File: config.mk
export PLATFORM = sky130hd
export DESIGN_NAME = sha256_message_schedule
export DESIGN_NICKNAME = d
export VERILOG_FILES = /design/src/rtl/sha256_pkg.sv /design/src/rtl/sha256_block_buffer.sv /design/src/rtl/sha256_message_schedule.sv
export SDC_FILE = /design/constraint.sdc
export NUM_CORES = 1
export LEC_CHECK = 0
export ABC_AREA = 1
export CAP_MARGIN = 20
export CORE_MARGIN = 5
export CORE_UTILIZATION = 49
export DETAILED_ROUTE_END_ITERATION = 7
export GPL_TIMING_DRIVEN = 0
export MAX_ROUTING_LAYER = met4
export PLACE_DENSITY = 0.76
export SLEW_MARGIN = 40
export SYNTH_ARGS = -nofsm -noshare
export SYNTH_HDL_FRONTEND = slang
export SYNTH_SLANG_ARGS = --single-unit
File: constraint.sdc
create_clock -name clk -period 3.4 [get_ports clk]
set_input_delay 0.51 -clock clk [delete_from_list [all_inputs] [get_ports clk]]
set_output_delay 0.51 -clock clk [all_outputs]
set_load 0.03 [all_outputs]
File: src/rtl/sha256_pkg.sv
// SHA-256 shared types and schedule helper functions.
// Used by the message schedule and the compression round engine.
package sha256_pkg;

   typedef logic [31:0]  word_t;
   typedef logic [511:0] block_t;

   localparam int SHA256_ROUNDS = 64;
   localparam int SHA256_WIN    = 16;
   localparam int SHA256_IDX_W  = 6;

   typedef enum logic {
      S_IDLE,
      S_EXPAND
   } sched_state_e;

   // Small sigma 0: ROTR7 ^ ROTR18 ^ SHR3.
   function automatic word_t sha256_sigma0(input word_t x);
      word_t r7;
      word_t r18;
      r7  = {x[6:0], x[31:7]};
      r18 = {x[17:0], x[31:18]};
      return r7 ^ r18 ^ (x >> 3);
   endfunction

   // Small sigma 1: ROTR17 ^ ROTR19 ^ SHR10.
   function automatic word_t sha256_sigma1(input word_t x);
      word_t r17;
      word_t r19;
      r17 = {x[16:0], x[31:17]};
      r19 = {x[18:0], x[31:19]};
      return r17 ^ r19 ^ (x >> 10);
   endfunction

   // Word i of a block, W0 in the top 32 bits.
   function automatic word_t sha256_block_word(input block_t b,
                                               input int     i);
      return b[511-32*i -: 32];
   endfunction

endpackage

File: src/rtl/sha256_block_buffer.sv
// One-entry block register slice (data, ID, last).
// A write and a drain in the same cycle are both taken.
module sha256_block_buffer
   import sha256_pkg::*;
#(
   parameter int ID_W = 6
) (
   input  logic            clk,
   input  logic            nrst,
   input  logic            sync_rst,
   input  logic            wr_valid,
   input  block_t          wr_data,
   input  logic [ID_W-1:0] wr_id,
   input  logic            wr_last,
   output logic            rd_valid,
   input  logic            rd_ready,
   output block_t          rd_data,
   output logic [ID_W-1:0] rd_id,
   output logic            rd_last
);

   logic            full_q;
   block_t          data_q;
   logic [ID_W-1:0] id_q;
   logic            last_q;

   assign rd_valid = full_q;
   assign rd_data  = data_q;
   assign rd_id    = id_q;
   assign rd_last  = last_q;

   // Occupancy: a write refills even while the old entry drains.
   always_ff @(posedge clk or negedge nrst) begin
      if (!nrst) begin
         full_q <= 1'b0;
      end else if (sync_rst) begin
         full_q <= 1'b0;
      end else if (wr_valid) begin
         full_q <= 1'b1;
      end else if (rd_ready && full_q) begin
         full_q <= 1'b0;
      end
   end

   // Payload capture on write.
   always_ff @(posedge clk or negedge nrst) begin
      if (!nrst) begin
         data_q <= '0;
         id_q   <= '0;
         last_q <= 1'b0;
      end else if (sync_rst) begin
         data_q <= '0;
         id_q   <= '0;
         last_q <= 1'b0;
      end else if (wr_valid) begin
         data_q <= wr_data;
         id_q   <= wr_id;
         last_q <= wr_last;
      end
   end

endmodule

File: src/rtl/sha256_message_schedule.sv
// SHA-256 message schedule: 16-word sliding window emitting W0..W63.
// SHA256_MSG_SCHED_BUF_EN adds a one-block buffer for back-to-back blocks.
module sha256_message_schedule
   import sha256_pkg::*;
#(
   parameter int ID_W = 6
) (
   input  logic                    clk,
   input  logic                    nrst,
   input  logic                    en,
   input  logic                    sync_rst,
   input  block_t                  data_in,
   input  logic [ID_W-1:0]         data_in_id,
   input  logic                    data_in_last,
   input  logic                    data_in_valid,
   output logic                    data_in_ready,
   output word_t                   data_out,
   output logic [SHA256_IDX_W-1:0] data_out_idx,
   output logic [ID_W-1:0]         data_out_id,
   output logic                    data_out_last,
   output logic                    data_out_valid,
   input  logic                    data_out_ready
);

   localparam logic [SHA256_IDX_W-1:0] T_LAST =
      SHA256_IDX_W'(SHA256_ROUNDS - 1);

   sched_state_e            state_q;
   sched_state_e            state_d;
   word_t                   win_q [SHA256_WIN];
   logic [SHA256_IDX_W-1:0] t_q;
   logic [ID_W-1:0]         id_q;
   logic                    last_q;

   logic                    in_hs;
   logic                    out_hs;
   logic                    end_hs;
   logic                    load;
   block_t                  ld_data;
   logic [ID_W-1:0]         ld_id;
   logic                    ld_last;
   word_t                   w_new;

   assign data_out_valid = en & (state_q == S_EXPAND);
   assign in_hs          = data_in_valid & data_in_ready;
   assign out_hs         = data_out_valid & data_out_ready;
   assign end_hs         = out_hs & (t_q == T_LAST);

   assign data_out      = win_q[0];
   assign data_out_idx  = t_q;
   assign data_out_id   = id_q;
   assign data_out_last = last_q & (t_q == T_LAST);

   assign w_new = sha256_sigma1(win_q[14]) + win_q[9] +
                  sha256_sigma0(win_q[1]) + win_q[0];

`ifdef SHA256_MSG_SCHED_BUF_EN

   logic            buf_full;
   logic            load_slot;
   logic            bypass;
   logic            buf_wr;
   block_t          buf_data;
   logic [ID_W-1:0] buf_id;
   logic            buf_last;

   // A window slot opens in IDLE or on the final word's handshake.
   // With an empty buffer the incoming block goes straight to the
   // window; otherwise it is parked and the parked one is loaded.
   assign data_in_ready = en & ~buf_full;
   assign load_slot     = (en & (state_q == S_IDLE)) | end_hs;
   assign bypass        = load_slot & ~buf_full;
   assign buf_wr        = in_hs & ~bypass;
   assign load          = (load_slot & buf_full) | (bypass & in_hs);
   assign ld_data       = buf_full ? buf_data : data_in;
   assign ld_id         = buf_full ? buf_id   : data_in_id;
   assign ld_last       = buf_full ? buf_last : data_in_last;

   sha256_block_buffer #(
      .ID_W(ID_W)
   ) u_buf (
      .clk     (clk),
      .nrst    (nrst),
      .sync_rst(sync_rst),
      .wr_valid(buf_wr),
      .wr_data (data_in),
      .wr_id   (data_in_id),
      .wr_last (data_in_last),
      .rd_valid(buf_full),
      .rd_ready(load_slot),
      .rd_data (buf_data),
      .rd_id   (buf_id),
      .rd_last (buf_last)
   );

`else

   assign data_in_ready = en & (state_q == S_IDLE);
   assign load          = in_hs;
   assign ld_data       = data_in;
   assign ld_id         = data_in_id;
   assign ld_last       = data_in_last;

`endif

   // State register.
   always_ff @(posedge clk or negedge nrst) begin
      if (!nrst) begin
         state_q <= S_IDLE;
      end else if (sync_rst) begin
         state_q <= S_IDLE;
      end else begin
         state_q <= state_d;
      end
   end

   // Next state: a reload on the final word keeps us in EXPAND.
   always_comb begin
      state_d = state_q;
      unique case (state_q)
         S_IDLE: begin
            if (load) state_d = S_EXPAND;
         end
         S_EXPAND: begin
            if (end_hs && !load) state_d = S_IDLE;
         end
         default: state_d = S_IDLE;
      endcase
   end

   // Window load / shift-and-expand, index and block tags.
   always_ff @(posedge clk or negedge nrst) begin
      if (!nrst) begin
         for (int i = 0; i < SHA256_WIN; i++) win_q[i] <= '0;
         t_q    <= '0;
         id_q   <= '0;
         last_q <= 1'b0;
      end else if (sync_rst) begin
         for (int i = 0; i < SHA256_WIN; i++) win_q[i] <= '0;
         t_q    <= '0;
         id_q   <= '0;
         last_q <= 1'b0;
      end else if (load) begin
         for (int i = 0; i < SHA256_WIN; i++) begin
            win_q[i] <= sha256_block_word(ld_data, i);
         end
         t_q    <= '0;
         id_q   <= ld_id;
         last_q <= ld_last;
      end else if (out_hs && !end_hs) begin
         for (int i = 0; i < SHA256_WIN - 1; i++) win_q[i] <= win_q[i+1];
         win_q[SHA256_WIN-1] <= w_new;
         t_q <= t_q + 1'b1;
      end
   end

endmodule
# Word-level counts from Yosys, hierarchy flattened

Cells that the tools add are included.

Add/subtract/negate cells: 4
Equal/unequal tests: 1
Multiplexer cells: 14
Bitwise logic cells: 11
Reduce and logical (&&, ||, !) cells: 6

Operator list:

| operator            | count |
|---|---|
| $mux 512            | 3 |
| $add 32x32->32      | 3 |
| $xor 32x32->32      | 2 |
| $xor 32x22->32      | 1 |
| $xor 32x29->32      | 1 |
| $mux 6              | 5 |
| $add 6x1->6 const B | 1 |
| $and 1x1->1         | 6 |
| $eq 6x6->1 const B  | 1 |
| $mux 1              | 5 |
| $reduce_bool 3->1   | 1 |
| $logic_and 1x1->1   | 2 |
| $logic_not 1->1     | 2 |
| $pmux 1 s2          | 1 |
| $reduce_bool 2->1   | 1 |
| $not 1->1           | 1 |

Register bits: 526
Logic and storage cells: 56

# Depth between registers and ports, before layout

Depth after elaboration: 8
Depth in mapped cells: 19
Depth with buffers taken out: 19

# Least setup slack after synthesis

Ideal clock, no wire load.

Kind: reg-to-reg
From: register win_q[50] in the netlist's numbering
To: register win_q[17] in the netlist's numbering
Setup time: 0.131 ns
Arrival time: 3.369 ns
Data required time: 3.269 ns
Slack: -0.100 ns
Stages on the path, launching flop included: 17
Buffers on the path: 1
Cell sequence: dfrtp_1 -> clkbuf_1 -> xnor2_1 -> xor2_1 -> fa_1 -> fa_1 -> inv_1 -> ha_1 -> fa_1 -> nand3_1 -> nand3_1 -> a21oi_1 -> nor2_1 -> o21bai_1 -> nand3_1 -> nand2_1 -> o21ai_0

Longest elaborated chain between the ends: 8

RTL lines:

| element                           | line                           | source |
|---|---|---|
| from (decl)                       | sha256_message_schedule.sv:30  | `word_t win_q [SHA256_WIN];` |
| from (signal, indexed assignment) | sha256_message_schedule.sv:145 | `win_q[i] <= sha256_block_word(ld_data, i);` |
| from (signal, indexed assignment) | sha256_message_schedule.sv:152 | `win_q[SHA256_WIN-1] <= w_new;` |
| $xor 32x32->32                    | sha256_pkg.sv:32               | `return r17 ^ r19 ^ (x >> 10);` |
| $xor 32x22->32 (*)                | sha256_pkg.sv:32               |  |
| $add 32x32->32 (*) (2 in a row)   | sha256_message_schedule.sv:54  | `assign w_new = sha256_sigma1(win_q[14]) + win_q[9] +` |
| $add 32x32->32 (*)                | sha256_message_schedule.sv:55  | `sha256_sigma0(win_q[1]) + win_q[0];` |
| $mux 512 (*)                      | sha256_message_schedule.sv:150 | `end else if (out_hs && !end_hs) begin` |
| $mux 512 (*)                      | sha256_message_schedule.sv:143 | `end else if (load) begin` |
| $mux 512 (*)                      | sha256_message_schedule.sv:138 | `end else if (sync_rst) begin` |

Mark *: on every way between the ends. The rest lies on a longest branch, timed or not. The select of a mux whose other input is x is not followed.
A chain may end at the register's enable or synchronous reset.

# Final worst setup path

From: register win_q[50] in the netlist's numbering
To: register win_q[21] in the netlist's numbering

The elaborated chain is that of the path after synthesis.

==> flow_summary.ini <==
[clock_network]
numCtsBuffers = 57
cts_tree = done
path_clk_slew_ns = 0.06
root_buffer = clkbuf_16
clock_sinks = 526
cts_max_level = 2
clockBufferDepth = 3
clock_latency_ns = 0.64

[logic_synthesis]
synth_edf_count = 0
netlist_instances = 3640
yosysWarnings = 0
yosys.area.top_type = dfrtp_1
netlist.area_leader.share = 0.405
yosysSeqAreaShare = 0.405
synth_most_common_cell = nand2_1
ys_async_sr_fraction = 1.00
syn_area_um2 = 32500
synth-main-ff-cell = dfrtp_1
ys_top_cells_by_count = 748 x nand2_1, 674 x inv_1, 526 x dfrtp_1
yosys-top-cells-area = dfrtp_1 40%, o22ai_2 17%, nand2_1 8.6%
synth_cell_type_count = 38
ys_seq_elements = 526
postSynthAreaPerCell_um2 = 8.93
syn-num-nets = 4259

[worst_setup_path]
start_kind = register
crit_fanout = 4
required_ns = 3.88
end_kind = register
crit_start = win_q[50]
critPathArrivalTime_ns = 3.99
worstSetupPathType = reg -> reg
r2r_start = win_q[50]

[layout]
drive_above_1_share = 0.228
final_cell_area_um2 = 42900
area_growth_syn_to_layout_pct = 32.0
layout.nets = 4928

[floorplanning]
ios = 572
die_y_um = 268
core_um2 = 65700
die_w_um = 268
rows = 94
start_util = 0.495
dieArea_um2 = 71600

[place]
placed_cell_area_um2 = 39500
place_ws_ns = -0.689
place_hpwl_mm = 99.0
gp_congestion = 1.05
portBuffers = 571

[sta]
slew_viol_final = 0
setup_ws_ns = -0.108
period_needed_ns = 3.51
setup_viol = 10
fin_worst_skew_ns = 0.0227
slew_headroom = 0.395
fin_crit_sh = 1.03
worstMarginPinSlew_ns = 0.908
rsz0062_at_grt = yes
hold_violations = 0
max_freq_ghz = 0.285
hold_ws_ns = 0.425

[pwr]
ir_worst_vdd_mv = 0.706
switching_power_w = 0.0129
power_frac_clock = 0.211
p_leak_nw = 19.9
netSwitchingFraction = 0.427
pwr-share-comb = 0.536
p_seq_frac = 0.253
p_int_w = 0.0173
p_per_area_nw_per_um2 = 702

[global_route]
grt_max_degree = 74
antenna_found_initial = 21
first_global_vias = 28600
grt_pass1_wl_mm = 178
grt_remaining_overflow = 0
grt.total_usage = 0.342

[drt]
viasPerCell = 5.47
num_vias = 28600
antenna_left = 0
dr.pass1.iters = 5
wirelength_mm = 125
avgRoutedWirePerCell_um = 23.9
initialDrtViolationCount = 2774
drcViolationCount = 0

[min_path]
hold_class = in -> async

[outcome]
violations = setup timing
status = finished, violations left

[flow_run]
drv_cap = 0
worst paths after layout:
kind                             endpoint  slack [ns]  cells past startpoint
max                             win_q[21]       -0.11                     19
min                            win_q[108]        0.42                      2
max reg2reg                     win_q[21]       -0.11                     19
min reg2reg                data_out_id[2]        0.47                      2
max in group asynchronous      win_q[372]        1.20                      6
min in group clk           data_out_id[1]        0.44                      3
logic make-up (layout without fill, tap and decap cells):
group	count (synthesis)	after routing	synth area share
AND/OR/NAND/NOR	917	917	0.109
AO/OA/AOI/OAI	1010	1010	0.261
flip-flops	526	526	0.405
adder cells (fa/ha/maj)	94	94	0.0505
XOR/XNOR	135	135	0.0364
other	0	24	0
buffers and inverters	937	1648	0.131
multiplexers	21	21	0.00647
metrics by stage:
step / instances / setup TNS (ns) / utilization / power, W
4_1_cts: 5198 / -0.249 / 0.641 / 0.0279
2_1_floorplan: 3640 / 0 / - / 0.0156
3_5_place_dp: 5083 / -9.73 / 0.601 / 0.0200
3_3_place_gp: 5075 / - / 0.598 / 0.0199
5_1_grt: 5235 / -2.62 / 0.653 / 0.0317
6_report: 5239 / -0.711 / 0.653 / 0.0301
metal layers:
| metal | GRT usage | wire length [um] |
|---|---|---|
| met2 | 0.535 | 57800 |
| met5 | - | 0 |
| met4 | 0.132 | 5900 |
| met3 | 0.0614 | 10300 |
| met1 | 0.449 | 51000 |
repair_timing:
item / 4_1_cts / 5_1_grt
setup endpoints to repair: 26 / 26
endpoints found under the hold margin: 60 / 0
setup buffers: 15 / 17
gates resized for setup: 129 / 145
hold buffers: 1 / 0
pin swaps: 44 / 49
critical path, stage by stage, from the launching register on:
cell	delay, ns
dfrtp_2	0.46
buf_6	0.15
xnor2_4	0.13
xor2_2	0.20
fa_2	0.58
fa_1	0.43
inv_2	0.09
ha_4	0.22
nand2_2	0.12
inv_1	0.05
nand2_1	0.09
nand2_1	0.11
nand2_1	0.12
nand3_4	0.11
nand2_2	0.09
nand2_1	0.05
nand2_1	0.07
nand3_2	0.11
nand2_1	0.11
o21ai_1	0.06
power by group through the flow:
stage	clock network, W	logic, W	registers, W
final	0.00636	0.0162	0.00761
after global routing	0.00667	0.0173	0.00767
after floorplan	0	0.00812	0.00749
after detailed placement	0	0.0124	0.00765
after global placement	0	0.0123	0.00766
after CTS	0.00641	0.0139	0.00757
sequential cells by signal, summed over array words and instances (netlist names):
name	cells
last_q	1
data_out_id	6
data_out_idx	6
win_q	480
data_out	32
state_q	1
cells in the final DEF (no fill, tap or decap), types with 25 or more instances in the layout:
cell | synthesis | routed
buf_2 | 48 | 48
buf_4 | 82 | 110
buf_6 | 51 | 55
clkbuf_1 | 69 | 75
clkbuf_16 | 0 | 57
clkdlybuf4s50_1 | 0 | 570
dfrtp_1 | 526 | 500
dfrtp_2 | 0 | 26
fa_1 | 62 | 57
ha_4 | 0 | 26
inv_1 | 674 | 664
nand2_1 | 748 | 698
nand2_2 | 4 | 44
nand3_1 | 52 | 34
nor2_1 | 101 | 81
o21ai_0 | 491 | 480
o22ai_1 | 33 | 33
o22ai_2 | 449 | 449
xnor2_1 | 68 | 42
xnor2_2 | 0 | 25
xor2_1 | 67 | 51
final cells by class:
class	instances	area (um^2)
Antenna cell	24	60.1
Buffer	258	1720
Clock buffer	81	1680
Clock inverter	20	213
Fill cell	5500	22800
Inverter	677	2540
Multi-Input combinational cell	2177	16200
Sequential cell	526	13200
Tap cell	864	1080
Timing Repair Buffer	612	6210
Note: power is estimated with default switching activity, not from simulation.
